<file path="config.mk">
export PLATFORM = sky130hd
export DESIGN_NAME = apb_master_port
export DESIGN_NICKNAME = d
export VERILOG_FILES = /design/src/rtl/apb_master_port.sv
export SDC_FILE = /design/constraint.sdc
export NUM_CORES = 1
export LEC_CHECK = 0
export BUFFER_PORTS_ARGS = -buffer_cell sky130_fd_sc_hd__buf_2
export CAP_MARGIN = 20
export CORE_UTILIZATION = 42
export DETAILED_ROUTE_END_ITERATION = 7
export PLACE_DENSITY = 0.74
export SETUP_SLACK_MARGIN = 0.15
export SKIP_CTS_REPAIR_TIMING = 1
export SLEW_MARGIN = 25
export SYNTH_ARGS = -nofsm -noshare
export SYNTH_HDL_FRONTEND = slang
export SYNTH_SLANG_ARGS = --single-unit
</file>
<file path="constraint.sdc">
create_clock -name pclk_i -period 1.7 [get_ports pclk_i]
set_input_delay 0 -clock pclk_i [delete_from_list [all_inputs] [get_ports pclk_i]]
set_output_delay 0 -clock pclk_i [all_outputs]
set_load 0.02 [all_outputs]
</file>
<file path="src/rtl/apb_master_port.sv">
// APB3 initiator: converts a valid/ready command into single APB transfers,
// with peripheral wait states, slave-error capture and a programmable wait timeout.
module apb_master_port #(
  parameter int ADDR_W  = 32,
  parameter int DATA_W  = 32,
  parameter int TIMEOUT = 16
) (
  input  logic              pclk_i,
  input  logic              rst_i,
  input  logic              cmd_valid_i,
  output logic              cmd_ready_o,
  input  logic              cmd_write_i,
  input  logic [ADDR_W-1:0] cmd_addr_i,
  input  logic [DATA_W-1:0] cmd_wdata_i,
  output logic              rsp_valid_o,
  output logic [DATA_W-1:0] rsp_rdata_o,
  output logic              rsp_err_o,
  output logic              rsp_timeout_o,
  output logic              psel_o,
  output logic              penable_o,
  output logic              pwrite_o,
  output logic [ADDR_W-1:0] paddr_o,
  output logic [DATA_W-1:0] pwdata_o,
  input  logic [DATA_W-1:0] prdata_i,
  input  logic              pready_i,
  input  logic              pslverr_i
);

  // Counter holds the full TIMEOUT value; a 1-bit saturating counter when disabled.
  localparam int               CNT_W    = (TIMEOUT > 32'sd0) ? $clog2(TIMEOUT + 32'sd1) : 32'sd1;
  localparam logic [CNT_W-1:0] TO_LIMIT = CNT_W'(TIMEOUT);
  localparam logic             TO_EN    = (TIMEOUT != 32'sd0);

  typedef enum logic [1:0] {
    ST_IDLE   = 2'd0,
    ST_SETUP  = 2'd1,
    ST_ACCESS = 2'd2
  } state_t;

  state_t             state_r,       state_s;
  logic               psel_r,        psel_s;
  logic               penable_r,     penable_s;
  logic               pwrite_r,      pwrite_s;
  logic [ADDR_W-1:0]  paddr_r,       paddr_s;
  logic [DATA_W-1:0]  pwdata_r,      pwdata_s;
  logic               rsp_valid_r,   rsp_valid_s;
  logic [DATA_W-1:0]  rsp_rdata_r,   rsp_rdata_s;
  logic               rsp_err_r,     rsp_err_s;
  logic               rsp_timeout_r, rsp_timeout_s;
  logic [CNT_W-1:0]   wait_cnt_r,    wait_cnt_s;
  logic [CNT_W-1:0]   wait_inc_s;
  logic               accept_s;
  logic               expire_s;

  assign cmd_ready_o = (state_r == ST_IDLE) & ~rst_i;
  assign accept_s    = cmd_valid_i & cmd_ready_o;

  // Saturate so a disabled timeout never wraps back onto the limit.
  assign wait_inc_s  = (wait_cnt_r == {CNT_W{1'b1}}) ? wait_cnt_r : (wait_cnt_r + CNT_W'(1));
  assign expire_s    = TO_EN & (wait_inc_s == TO_LIMIT);

  // Next-state and next-output logic for the transfer sequencer.
  always_comb begin
    state_s       = state_r;
    psel_s        = psel_r;
    penable_s     = penable_r;
    pwrite_s      = pwrite_r;
    paddr_s       = paddr_r;
    pwdata_s      = pwdata_r;
    rsp_valid_s   = 1'b0;
    rsp_rdata_s   = rsp_rdata_r;
    rsp_err_s     = rsp_err_r;
    rsp_timeout_s = rsp_timeout_r;
    wait_cnt_s    = wait_cnt_r;

    case (state_r)
      ST_IDLE: begin
        psel_s    = 1'b0;
        penable_s = 1'b0;
        if (accept_s) begin
          state_s    = ST_SETUP;
          psel_s     = 1'b1;
          pwrite_s   = cmd_write_i;
          paddr_s    = cmd_addr_i;
          pwdata_s   = cmd_wdata_i;
          wait_cnt_s = {CNT_W{1'b0}};
        end else begin
          state_s    = ST_IDLE;
        end
      end
      ST_SETUP: begin
        state_s   = ST_ACCESS;
        psel_s    = 1'b1;
        penable_s = 1'b1;
      end
      ST_ACCESS: begin
        if (pready_i) begin
          state_s       = ST_IDLE;
          psel_s        = 1'b0;
          penable_s     = 1'b0;
          rsp_valid_s   = 1'b1;
          rsp_rdata_s   = pwrite_r ? {DATA_W{1'b0}} : prdata_i;
          rsp_err_s     = pslverr_i;
          rsp_timeout_s = 1'b0;
        end else if (expire_s) begin
          state_s       = ST_IDLE;
          psel_s        = 1'b0;
          penable_s     = 1'b0;
          rsp_valid_s   = 1'b1;
          rsp_rdata_s   = {DATA_W{1'b0}};
          rsp_err_s     = 1'b1;
          rsp_timeout_s = 1'b1;
          wait_cnt_s    = wait_inc_s;
        end else begin
          wait_cnt_s    = wait_inc_s;
        end
      end
      default: begin
        state_s   = ST_IDLE;
        psel_s    = 1'b0;
        penable_s = 1'b0;
      end
    endcase
  end

  // State and registered-output update with synchronous reset.
  always_ff @(posedge pclk_i) begin
    if (rst_i) begin
      state_r       <= ST_IDLE;
      psel_r        <= 1'b0;
      penable_r     <= 1'b0;
      pwrite_r      <= 1'b0;
      paddr_r       <= {ADDR_W{1'b0}};
      pwdata_r      <= {DATA_W{1'b0}};
      rsp_valid_r   <= 1'b0;
      rsp_rdata_r   <= {DATA_W{1'b0}};
      rsp_err_r     <= 1'b0;
      rsp_timeout_r <= 1'b0;
      wait_cnt_r    <= {CNT_W{1'b0}};
    end else begin
      state_r       <= state_s;
      psel_r        <= psel_s;
      penable_r     <= penable_s;
      pwrite_r      <= pwrite_s;
      paddr_r       <= paddr_s;
      pwdata_r      <= pwdata_s;
      rsp_valid_r   <= rsp_valid_s;
      rsp_rdata_r   <= rsp_rdata_s;
      rsp_err_r     <= rsp_err_s;
      rsp_timeout_r <= rsp_timeout_s;
      wait_cnt_r    <= wait_cnt_s;
    end
  end

  assign psel_o        = psel_r;
  assign penable_o     = penable_r;
  assign pwrite_o      = pwrite_r;
  assign paddr_o       = paddr_r;
  assign pwdata_o      = pwdata_r;
  assign rsp_valid_o   = rsp_valid_r;
  assign rsp_rdata_o   = rsp_rdata_r;
  assign rsp_err_o     = rsp_err_r;
  assign rsp_timeout_o = rsp_timeout_r;

endmodule

</file>
Yosys cells after proc, flatten, opt, wreduce, memory -nomap -nowiden --
Cells that the tools add are included.
Word-level totals: memory bits (writable) 0, input bits 102, register bits after elaboration 109, memory bits (read-only) 0, word-level logic and storage cells 51, memories kept 0, output and inout port bits 103, latch bits 0
Operators by class: div/mod/pow operators 0, multiply operators 0, add/sub/neg operators 1, bitwise gates (word level) 4, shift-type cells 0, reductions and logical operators 7, muxes and demuxes 21, equality and inequality tests 7, order comparisons 0
Operator list (count):
- $mux 32 | 3
- $mux 5 | 3
- $eq 5x5->1 const B | 2
- $pmux 5 s2 | 1
- $mux 1 | 9
- $pmux 2 s3 | 1
- $add 5x1->5 const B | 1
- $mux 2 | 2
- $ne 2x2->1 const B | 2
- $reduce_and 2->1 | 2
- $reduce_bool 2->1 | 2
- $ne 3x3->1 const B | 1
- $pmux 1 s3 | 1
- $reduce_and 3->1 | 1
- $and 1x1->1 | 2
- $eq 2x1->1 const B | 1
- $eq 2x2->1 const B | 1
- $logic_not 2->1 | 1
- $not 1->1 | 2
- $pmux 1 s2 | 1
- $reduce_or 2->1 | 1

Logic depth before layout (Yosys ltp) --
word-level depth 6, gate-level depth with buffers 8, depth with buffers taken out 5

Least setup slack after synthesis --
Ideal clock, no wire load.
kind flip-flop to flip-flop, start register, netlist name penable_o, end register pwdata_r[10] (netlist: pwdata_o[10]), required time 1.630 ns, data arrival time 1.553 ns, slack 0.077 ns, setup time 0.070 ns, path buffers 2, period minus slack after synthesis 1.623 ns, stages on the path, launching flop included 8, cells stage by stage dfxtp_1 > nor3_2 > nand2_1 > inv_2 > buf_4 > buf_2 > nand2_1 > a21oi_1
RTL lines:
- end signal, assigned | RTL line 134 | pwdata_r <= {DATA_W{1'b0}};
- end signal, assigned | RTL line 146 | pwdata_r <= pwdata_s;
- end, declared | RTL line 45 | logic [DATA_W-1:0] pwdata_r, pwdata_s;

Worst setup path in the final report --
start register wait_cnt_r[1], end register rsp_valid_r (netlist: rsp_valid_o)
On the way: word-level cells in the longest chain between the ends 5, elaborated cells between the ends (all ways) 6, classes of those cells add/sub: 1; eq/ne: 2; mux: 3
Ends and longest elaborated chain:
- start, declared | RTL line 50 | logic [CNT_W-1:0] wait_cnt_r, wait_cnt_s;
- start signal, assigned | RTL line 139 | wait_cnt_r <= {CNT_W{1'b0}};
- start signal, assigned | RTL line 151 | wait_cnt_r <= wait_cnt_s;
- $add 5x1->5 / $eq 5x5->1 (equally long branches) | RTL line 59 | assign wait_inc_s = (wait_cnt_r == {CNT_W{1'b1}}) ? wait_cnt_r : (wait_cnt_r + CNT_W'(1));
- $mux 5 (*) | RTL line 59
- $eq 5x5->1 (*) | RTL line 60 | assign expire_s = TO_EN & (wait_inc_s == TO_LIMIT);
- $mux 1 (*) | RTL line 105 | end else if (expire_s) begin
- $mux 1 (*) | RTL line 97 | if (pready_i) begin
- end signal, assigned | RTL line 147 | rsp_valid_r <= rsp_valid_s;
- end, declared | RTL line 46 | logic rsp_valid_r, rsp_valid_s;
Mark *: on every way between the ends. The rest lies on a longest branch, timed or not. A chain may end at the register's enable or synchronous reset.

==> results.sh <==
export IMPL_status="completed"
export IMPL_ios=205
export IMPL_cts_made_buffers=9
export IMPL_crit_path_end_kind="register"
export IMPL_hold_end="rsp_err_o"
export IMPL_maxSlewViolCount=0
export IMPL_io_buffers=204
export IMPL_crit_family="flip-flops"
export IMPL_finalHoldViolCount=0
export IMPL_worstSetupPathType="reg -> reg"
export IMPL_track_usage_pct=22.3
export IMPL_coreArea_sq_mm=0.0104
export IMPL_hpwl_mm=8.85
export IMPL_setup_viol=0
export IMPL_drtPass1Iterations=7
export IMPL_synth_top_area_share_pct=47.7
export IMPL_min_period_over_period_pct=95.9
export IMPL_via_per_inst=5.47
export IMPL_synth_nets=668
export IMPL_power_density_mw_per_mm2=806
export IMPL_path_buf_inv=1
export IMPL_num_rows=37
export IMPL_max_freq_mhz=614
export IMPL_startpoint_type="register"
export IMPL_initial_core_util_pct=43.7
export IMPL_cts_root_buffer="clkbuf_8"
export IMPL_synth_area_leaders="dfxtp_1, nand2_1, a21oi_1"
export IMPL_vias=5422
export IMPL_whs_path_depth=3
export IMPL_crit_path_max_incr_delay_ns=0.37
export IMPL_final_nets=953
export IMPL_cts_max_level=3
export IMPL_die_x_um=106
export IMPL_rsz0062_at_grt="yes"
export IMPL_synthesis_area_sq_mm=0.00453
export IMPL_ant_nets=0
export IMPL_dp_cells=872
export IMPL_cp_arrival_ns=1.94
export IMPL_clk_latency_ns=0.37
export IMPL_regArea_sq_mm=0.00217
export IMPL_cts_num_sinks=108
export IMPL_grt_pass1_wl_mm=20.3
export IMPL_nFillCells=776
export IMPL_tritoncts="built"
export IMPL_avgSynthCellArea_sq_um=8.02
export IMPL_first_global_vias=4456
export IMPL_synth_top_cell_by_area="dfxtp_1"
export IMPL_period_minus_slack_ns=1.63
export IMPL_antenna_found_initial=0
export IMPL_synthFlopType="dfxtp_1"
export IMPL_drive_above_1_share_pct=30.3
export IMPL_multi_input_area_sq_mm=0.00220
export IMPL_cp_slowest_cell="dfxtp_2"
export IMPL_irDropWorstVdd_v=0.000463
export IMPL_ys_warn_count=0
export IMPL_skew_ns=0.00601
export IMPL_drtIter0Drc=454
export IMPL_tightestPinTransition_ns=0.535
export IMPL_relSlewSlack_pct=64.3
export IMPL_reg2reg_slack_ns=0.07
export IMPL_clkTransAtPathRegs_ns=0.10
export IMPL_die_height_um=106
export IMPL_clock_path_buffers=2
export IMPL_die_area_sq_mm=0.0112
export IMPL_areaGrowthSynthToFinish_pct=55.0
export IMPL_power_leakage_nw=3.08
export IMPL_synth_edf_count=0
export IMPL_cp_max_fo=33
export IMPL_placedInstanceArea_sq_mm=0.00571
export IMPL_final_cell_area_sq_mm=0.00702
export IMPL_r2r_start="wait_cnt_r[1]"
export IMPL_cp_data_required_time_ns=2.01
export IMPL_ys_seq_elements=108
export IMPL_rr_endpoint="rsp_valid_o"
export IMPL_post_layout_nonfiller_instances=991
export IMPL_grt_max_degree=66
export IMPL_ys_types=40
export IMPL_grt_overflow_total=0
export IMPL_min_path_type="in -> reg"
export IMPL_netlist_instances=565
export IMPL_drt_total_wl_mm=15.2
export IMPL_drc_errors=0
export IMPL_synth_seq_area_share_pct=47.7
export IMPL_max_cap_violations=0
export IMPL_wl_per_cell_um=15.3
export IMPL_r2r_cells=6
export IMPL_antenna_cells=0
export IMPL_gp_congestion=0.824
export IMPL_path_cells="ha_4 > nand4_1 > mux2_4 > buf_12 > a21oi_4 > o211a_1"
export IMPL_async_flop_share_pct=0
export IMPL_min_from="pslverr_i"
## sequential cells by signal, summed over array words and instances (netlist names)
name and count:
state_r 1, paddr_o 32, rsp_valid_o 1, pwdata_o 32
penable_o 1, rsp_timeout_o 1, pwrite_o 1, wait_cnt_r 5
rsp_rdata_o 32, rsp_err_o 1, psel_o 1
## where the power goes
part | total (mW) | switching, mW | leakage [nW] | internal, mW
clock network | 1.75 | 0.887 | 0.105 | 0.867
logic | 1.14 | 0.628 | 2.09 | 0.510
registers | 2.77 | 0.0947 | 0.883 | 2.67
total | 5.66 | 1.61 | 3.08 | 4.05
## cells in the mapped netlist, drive strengths merged, types with 2 or more instances
library cell    n
buf            18
a32oi          32
nand2         166
nor3b          32
and3            2
nand4b          2
nand3          66
clkbuf         32
o21ai           3
inv             3
nor3            4
nor2            3
dfxtp         108
a21oi          72
## worst max-delay path by stage
stage | from | end | slack (ns) | cells after the start
after floorplan | wait_cnt_r[1] | rsp_rdata_o[10] | 0.15 | 6
after global placement | wait_cnt_r[0] | penable_o | 0.09 | 6
after detailed placement | wait_cnt_r[0] | penable_o | 0.01 | 6
after CTS | wait_cnt_r[1] | penable_o | -0.008 | 6
after global routing | wait_cnt_r[1] | penable_o | -0.005 | 6
final | wait_cnt_r[1] | rsp_valid_o | 0.07 | 6
## final cells by class
class / instances / share of cell area [%]
inverter: 4 / 0.214
clock inverter: 6 / 1.25
tap: 136 / 2.42
clock buffer: 10 / 1.96
timing repair buffer: 324 / 31.9
multi-input combinational: 403 / 31.3
sequential: 108 / 30.9
## routing by layer
| metal | share of wire, % | track usage, % |
|---|---|---|
| met5 | 0 | 0 |
| met4 | 3.5 | 11.2 |
| met3 | 9.1 | 6.06 |
| met2 | 48 | 36.3 |
| met1 | 39 | 27.0 |
## cells in the final DEF, fill, tap and decap left out, types with 2 or more instances in the layout
| master | instances |
|---|---|
| a21oi_1 | 70 |
| a32oi_1 | 30 |
| a32oi_2 | 2 |
| and3_1 | 2 |
| buf_12 | 4 |
| buf_2 | 203 |
| buf_4 | 13 |
| buf_6 | 4 |
| bufinv_16 | 2 |
| clkbuf_8 | 10 |
| clkinvlp_4 | 3 |
| dfxtp_1 | 104 |
| dfxtp_2 | 2 |
| dfxtp_4 | 2 |
| dlygate4sd3_1 | 100 |
| inv_1 | 2 |
| nand2_1 | 165 |
| nand3_1 | 66 |
| nand4b_1 | 2 |
| nor2_1 | 3 |
| nor3_1 | 2 |
| nor3b_1 | 32 |
| o21ai_0 | 3 |
## tightest hold or removal path, stage by stage
cell,delay (ns)
buf_2,0.08
o221a_2,0.17
o31a_1,0.13
## through the flow
step           util [%]  hold slack [ns]  setup TNS (ns)  power [mW]  worst slack, ns
2_1_floorplan         -            0.122               0        3.36            0.150
3_3_place_gp       55.1            0.210               0        3.71           0.0873
3_5_place_dp       55.1            0.212               0        3.74           0.0119
4_1_cts            57.3           -0.182        -0.00756        5.47         -0.00756
5_1_grt            67.7           0.0284        -0.00775        5.87         -0.00543
6_report           67.7           0.0242               0        5.66           0.0702
## cell families (layout without fill, tap and decap cells)
kind of cell	count (synthesis)	in the layout	synth area share, %
xor+xnor	1	1	0.193
mux	1	1	0.249
buf+inv	54	344	5.03
fa+ha+maj	1	1	0.276
simple gates	283	283	29.6
compound gates	117	117	16.9
flops	108	108	47.7
Note: power is estimated with default switching activity, not from simulation.
